### src/rtl/tc_pl_chips_stsmon.sv
// Status monitor and control register for on-board chip status lines.
// Each channel has a 2-flop synchroniser, a debouncer, edge-event detection,
// a sticky flag and a saturating event counter. The block also provides a
// masked interrupt, a registered readback port and a strobed control register.
module tc_pl_chips_stsmon #(
  parameter int unsigned NCH    = 4,
  parameter int unsigned DB_W   = 8,
  parameter int unsigned DB_CNT = 125,
  parameter int unsigned CNT_W  = 16,
  parameter int unsigned EDGE   = 0,
  parameter int unsigned CTRL_W = 8,
  parameter logic [CTRL_W-1:0] CTRL_RST = '0,
  localparam int unsigned SEL_W = (NCH > 1) ? $clog2(NCH) : 1
) (
  input  logic              clk125,
  input  logic              rst,
  input  logic [NCH-1:0]    sts_in,
  output logic [NCH-1:0]    sts_lvl,
  input  logic [NCH-1:0]    irq_mask,
  output logic              irq,
  input  logic              clr_w,
  input  logic [NCH-1:0]    clr_mask,
  input  logic [SEL_W-1:0]  rd_sel,
  output logic [CNT_W+1:0]  rd_data,
  input  logic [CTRL_W-1:0] ctrl_wdata,
  input  logic              ctrl_w,
  output logic [CTRL_W-1:0] ctrl_out
);

  logic [NCH-1:0]   s1;
  logic [NCH-1:0]   s2;
  logic [DB_W-1:0]  db_cnt [NCH];
  logic [NCH-1:0]   lvl_d;
  logic [NCH-1:0]   ev;
  logic [NCH-1:0]   clr_hit;
  logic [NCH-1:0]   sticky;
  logic [CNT_W-1:0] cnt [NCH];

  // Two-flop synchroniser for the asynchronous status pins
  always_ff @(posedge clk125 or posedge rst) begin
    if (rst) begin
      s1 <= '0;
      s2 <= '0;
    end else begin
      s1 <= sts_in;
      s2 <= s1;
    end
  end

  // Debounce: accept a new level only after it persists for DB_CNT cycles
  always_ff @(posedge clk125 or posedge rst) begin
    if (rst) begin
      sts_lvl <= '0;
      for (int unsigned i = 0; i < NCH; i++) db_cnt[i] <= '0;
    end else begin
      for (int unsigned i = 0; i < NCH; i++) begin
        if (s2[i] == sts_lvl[i]) begin
          db_cnt[i] <= '0;
        end else if (db_cnt[i] == DB_W'(DB_CNT - 1)) begin
          sts_lvl[i] <= s2[i];
          db_cnt[i]  <= '0;
        end else begin
          db_cnt[i] <= db_cnt[i] + DB_W'(1);
        end
      end
    end
  end

  // Previous debounced level, used for edge detection
  always_ff @(posedge clk125 or posedge rst) begin
    if (rst) lvl_d <= '0;
    else     lvl_d <= sts_lvl;
  end

  // Event pulse for the selected edge type, and per-channel clear hits
  always_comb begin
    ev = '0;
    if (EDGE == 0)      ev = ~sts_lvl & lvl_d;
    else if (EDGE == 1) ev = sts_lvl & ~lvl_d;
    else                ev = sts_lvl ^ lvl_d;
    clr_hit = {NCH{clr_w}} & clr_mask;
  end

  // Sticky flags: an event wins over a simultaneous clear
  always_ff @(posedge clk125 or posedge rst) begin
    if (rst) sticky <= '0;
    else     sticky <= ev | (sticky & ~clr_hit);
  end

  // Saturating event counters; clear with a concurrent event lands on 1
  always_ff @(posedge clk125 or posedge rst) begin
    if (rst) begin
      for (int unsigned i = 0; i < NCH; i++) cnt[i] <= '0;
    end else begin
      for (int unsigned i = 0; i < NCH; i++) begin
        if (clr_hit[i])
          cnt[i] <= ev[i] ? CNT_W'(1) : '0;
        else if (ev[i] && (cnt[i] != '1))
          cnt[i] <= cnt[i] + CNT_W'(1);
      end
    end
  end

  // Masked interrupt, registered
  always_ff @(posedge clk125 or posedge rst) begin
    if (rst) irq <= 1'b0;
    else     irq <= |(sticky & irq_mask);
  end

  // Registered readback of the selected channel; out-of-range index reads 0
  always_ff @(posedge clk125 or posedge rst) begin
    if (rst) begin
      rd_data <= '0;
    end else if (32'(rd_sel) < NCH) begin
      rd_data <= {sticky[rd_sel], sts_lvl[rd_sel], cnt[rd_sel]};
    end else begin
      rd_data <= '0;
    end
  end

  // Strobed control register
  always_ff @(posedge clk125 or posedge rst) begin
    if (rst)         ctrl_out <= CTRL_RST;
    else if (ctrl_w) ctrl_out <= ctrl_wdata;
  end

endmodule

### config.mk
export PLATFORM = sky130hd
export DESIGN_NAME = tc_pl_chips_stsmon
export DESIGN_NICKNAME = d
export VERILOG_FILES = /design/src/rtl/tc_pl_chips_stsmon.sv
export SDC_FILE = /design/constraint.sdc
export NUM_CORES = 1
export LEC_CHECK = 0
export BUFFER_PORTS_ARGS = -buffer_cell sky130_fd_sc_hd__buf_2
export CAP_MARGIN = 20
export CORE_MARGIN = 4
export CORE_UTILIZATION = 46
export CTS_BUF_LIST = sky130_fd_sc_hd__clkbuf_4
export CTS_CLUSTER_DIAMETER = 40
export DETAILED_ROUTE_END_ITERATION = 7
export GPL_TIMING_DRIVEN = 0
export MAX_ROUTING_LAYER = met4
export PLACE_DENSITY = 0.74
export SYNTH_ARGS = -nofsm -noshare
export SYNTH_HDL_FRONTEND = slang
export SYNTH_SLANG_ARGS = --single-unit
### constraint.sdc
create_clock -name clk125 -period 4.9 [get_ports clk125]
set_input_delay 0.49 -clock clk125 [delete_from_list [all_inputs] [get_ports clk125]]
set_output_delay 0.49 -clock clk125 [all_outputs]
set_load 0.01 [all_outputs]
==> flow_summary.yaml <==
yosys:
  synth_area_leaders: "dfrtp_1 (50%), mux4_2 (5.4%), nand2_1 (3.6%)"
  synthesis.area_um2: 7131
  post-synth-top-count-cell: "dfrtp_1"
  yosysSeqAreaShare: 0.5018
  yosys_warnings: 0
  synth_top_area_cell: "dfrtp_1"
  yosysTopAreaCellShare: 0.5018
  synth_seq_cells: 143
  synth_flop_cell: "dfrtp_1"
  synth.distinct_cells: 62
  synth_nets: 687
  syn_inst: 649
  avgSynthCellArea_um2: 10.99
  ys_top_cells_by_count: "dfrtp_1 (143), nand2_1 (68), nor2_1 (37)"
  synth-edff-count: 0
  async_flop_share: 1.000
placement:
  port_buffers: 53
  placedCellCount: 891
  gp_congestion: 0.9095
  dpl.hpwl_mm: 12.06
layout:
  fin_cells: 927
  drive_gt1_frac: 0.1840
  area_growth_syn_to_layout_pct: 11.55
  fillerInstances: 1355
  fin_util: 0.5232
  antennaDiodeCount: 0
  fin_nets: 764
cts:
  clkSinkCount: 143
  cts_max_level: 4
  clk-insertion-delay-late_ps: 570
  clockRootBuffer: "clkbuf_4"
  numCtsBuffers: 17
  max-clock-path-buffers: 2
  cts_tree: "yes"
  cts.clk_slew.worst_paths_ps: 120
  cts_setup_buffers: 0
detailed_routing:
  drc: 0
  antenna_left: 0
  viasPerCell: 6.102
  dr.pass1.iters: 7
  num_vias: 5657
  detail_route.wl_per_cell_um: 17.64
  drt-initial-drc-count: 602
  wl_mm: 16.36
floorplanning:
  core-area_um2: 15200
  boundaryPins: 57
  die_y_um: 132.5
  num_rows: 45
  dieArea_um2: 17560
  die_x_um: 132.5
  initial_core_util: 0.4691
setup_path:
  path_buf_inv: 1
  slowest_delay_ps: 520
  reg2reg_to: "cnt[10]"
  reg2regPathDepth: 6
  path_cells: "ha_1 > and4_2 > buf_2 > nand4_1 > or3_1 > a21oi_1"
  startpoint_type: "register"
  r2r_start: "cnt[1]"
  cp_data_required_time_ps: 5380
  path_class: "reg -> reg"
  end_kind: "register"
  crit_path_top_delay_cell: "dfrtp_1"
  r2r_slack_ps: 2790
  cp.arrival_ps: 2590
  path_delay_family: "simple AND/OR/NAND/NOR gates"
  critPathMaxFanout: 6
min_path:
  min_from: "sts_in[0]"
  worst_hold_path_type: "in -> reg"
  whs_path_depth: 1
  min_to: "s1[0]"
global_route:
  grt_pass1_vias: 5463
  grt-ovfl-total: 0
  antenna_found_initial: 0
  track_usage: 0.1992
  grt_first_pass_wirelength_mm: 27.54
  grt_max_degree: 78
sta:
  setup_viol: 0
  drv_slew: 0
  period_share: 0.4305
  hold_viol: 0
  clock_skew_ps: 26.13
  fmax_mhz: 474.1
  slew_headroom: 0.4560
  tightest_slew_ps: 808.6
  min_period_ps: 2109
  fin_tns_setup_ps: 0
  rsz0062_at_grt: "no"
  timing.hold.ws_ps: 47.87
run:
  drv_cap: 0
status:
  status: "finished clean"
power_and_ir_drop:
  powerDensity_nw_per_um2: 252.5
  leakagePower_uw: 0.003509
  power_uw: 2009
  ir_worst_vdd_mv: 0.1128
metrics by stage:
stage / setup WS (ps) / area [um2]
CTS: 2830 / 7944
finish: 2791 / 7954
global route: 2579 / 7954
detailed placement: 2875 / 7664
floorplan: 572.1 / 7131
global placement: -899.5 / 7631
worst max path at each step:
stage / end / slack, ps / depth (start not counted) / from
after floorplan: cnt[0] / 570 / 1 / rst
after global placement: s1[1] / -900 / 2 / rst
after detailed placement: cnt[10] / 2880 / 6 / cnt[1]
after CTS: cnt[12] / 2830 / 6 / cnt[1]
after global routing: cnt[10] / 2580 / 6 / cnt[1]
final: cnt[10] / 2790 / 6 / cnt[1]
routing by layer:
layer	wire (um)	global-route usage
met1	6882	0.2546
met2	8083	0.3222
met3	993	0.03612
met4	397	0.06813
met5	0	-
logic make-up (layout without fill, tap and decap cells):
kind of cell    Yosys count  in the layout  share of synthesized area
fa+ha+maj                12             12                    0.02106
mux                      38             38                    0.08756
simple gates            284            284                     0.2325
xor+xnor                 28             28                    0.03439
buf+inv                  33            123                    0.01965
flops                   143            143                     0.5018
compound gates          111            111                     0.1030
cells in the final DEF (no fill, tap or decap), types with 3 or more instances in the layout:
cell and instances:
a211oi_1 7, a21oi_1 35, a31oi_1 7, and2_1 14, and3_1 10, and4_1 16, and4b_1 4, buf_2 59
clkbuf_1 9, clkbuf_4 17, clkinv_1 3, clkinvlp_4 6, dfrtp_1 143, dlygate4sd3_1 4, ha_1 12, inv_1 15
mux2_2 12, mux2i_1 8, mux4_2 17, nand2_1 68, nand2b_1 11, nand3_1 34, nand4_1 16, nand4b_1 4
nor2_1 37, nor2b_1 4, nor3_1 13, nor4_1 7, nor4_2 3, o211ai_1 3, o21ai_0 14, o311ai_0 6
o31ai_1 17, o41ai_1 7, or3_1 8, or4_1 21, xnor2_1 4, xor2_1 24
power breakdown:
group	leakage [uW]	internal, uW	switching [uW]	total, uW
Clock	0.000119	245	439	684
Sequential	0.00195	1200	16.3	1210
Combinational	0.00144	41.1	69.5	111
Total	0.00351	1480	525	2010
state kept, by name, summed over array words and instances (netlist names):
register	flops
cnt	64
ctrl_out	8
db_cnt	32
irq	1
lvl_d	4
rd_data	18
s1	4
s2	4
sticky	4
sts_lvl	4
layout make-up:
class / instances / area, um2 / share of cell area
buffer: 17 / 80.08 / 0.01007
clock buffer: 17 / 127.6 / 0.01605
clock inverter: 15 / 122.6 / 0.01542
inverter: 16 / 65.06 / 0.008180
multi-input combinational: 473 / 3412 / 0.4290
sequential: 143 / 3578 / 0.4499
tap: 188 / 235.2 / 0.02957
timing repair buffer: 58 / 332.8 / 0.04184
timing repair:
item | CTS | global route
hold buffers | 3 | 1
resized for setup | 0 | 0
hold endpoints to repair | 6 | 1
Power figures use the tool's default switching activity.
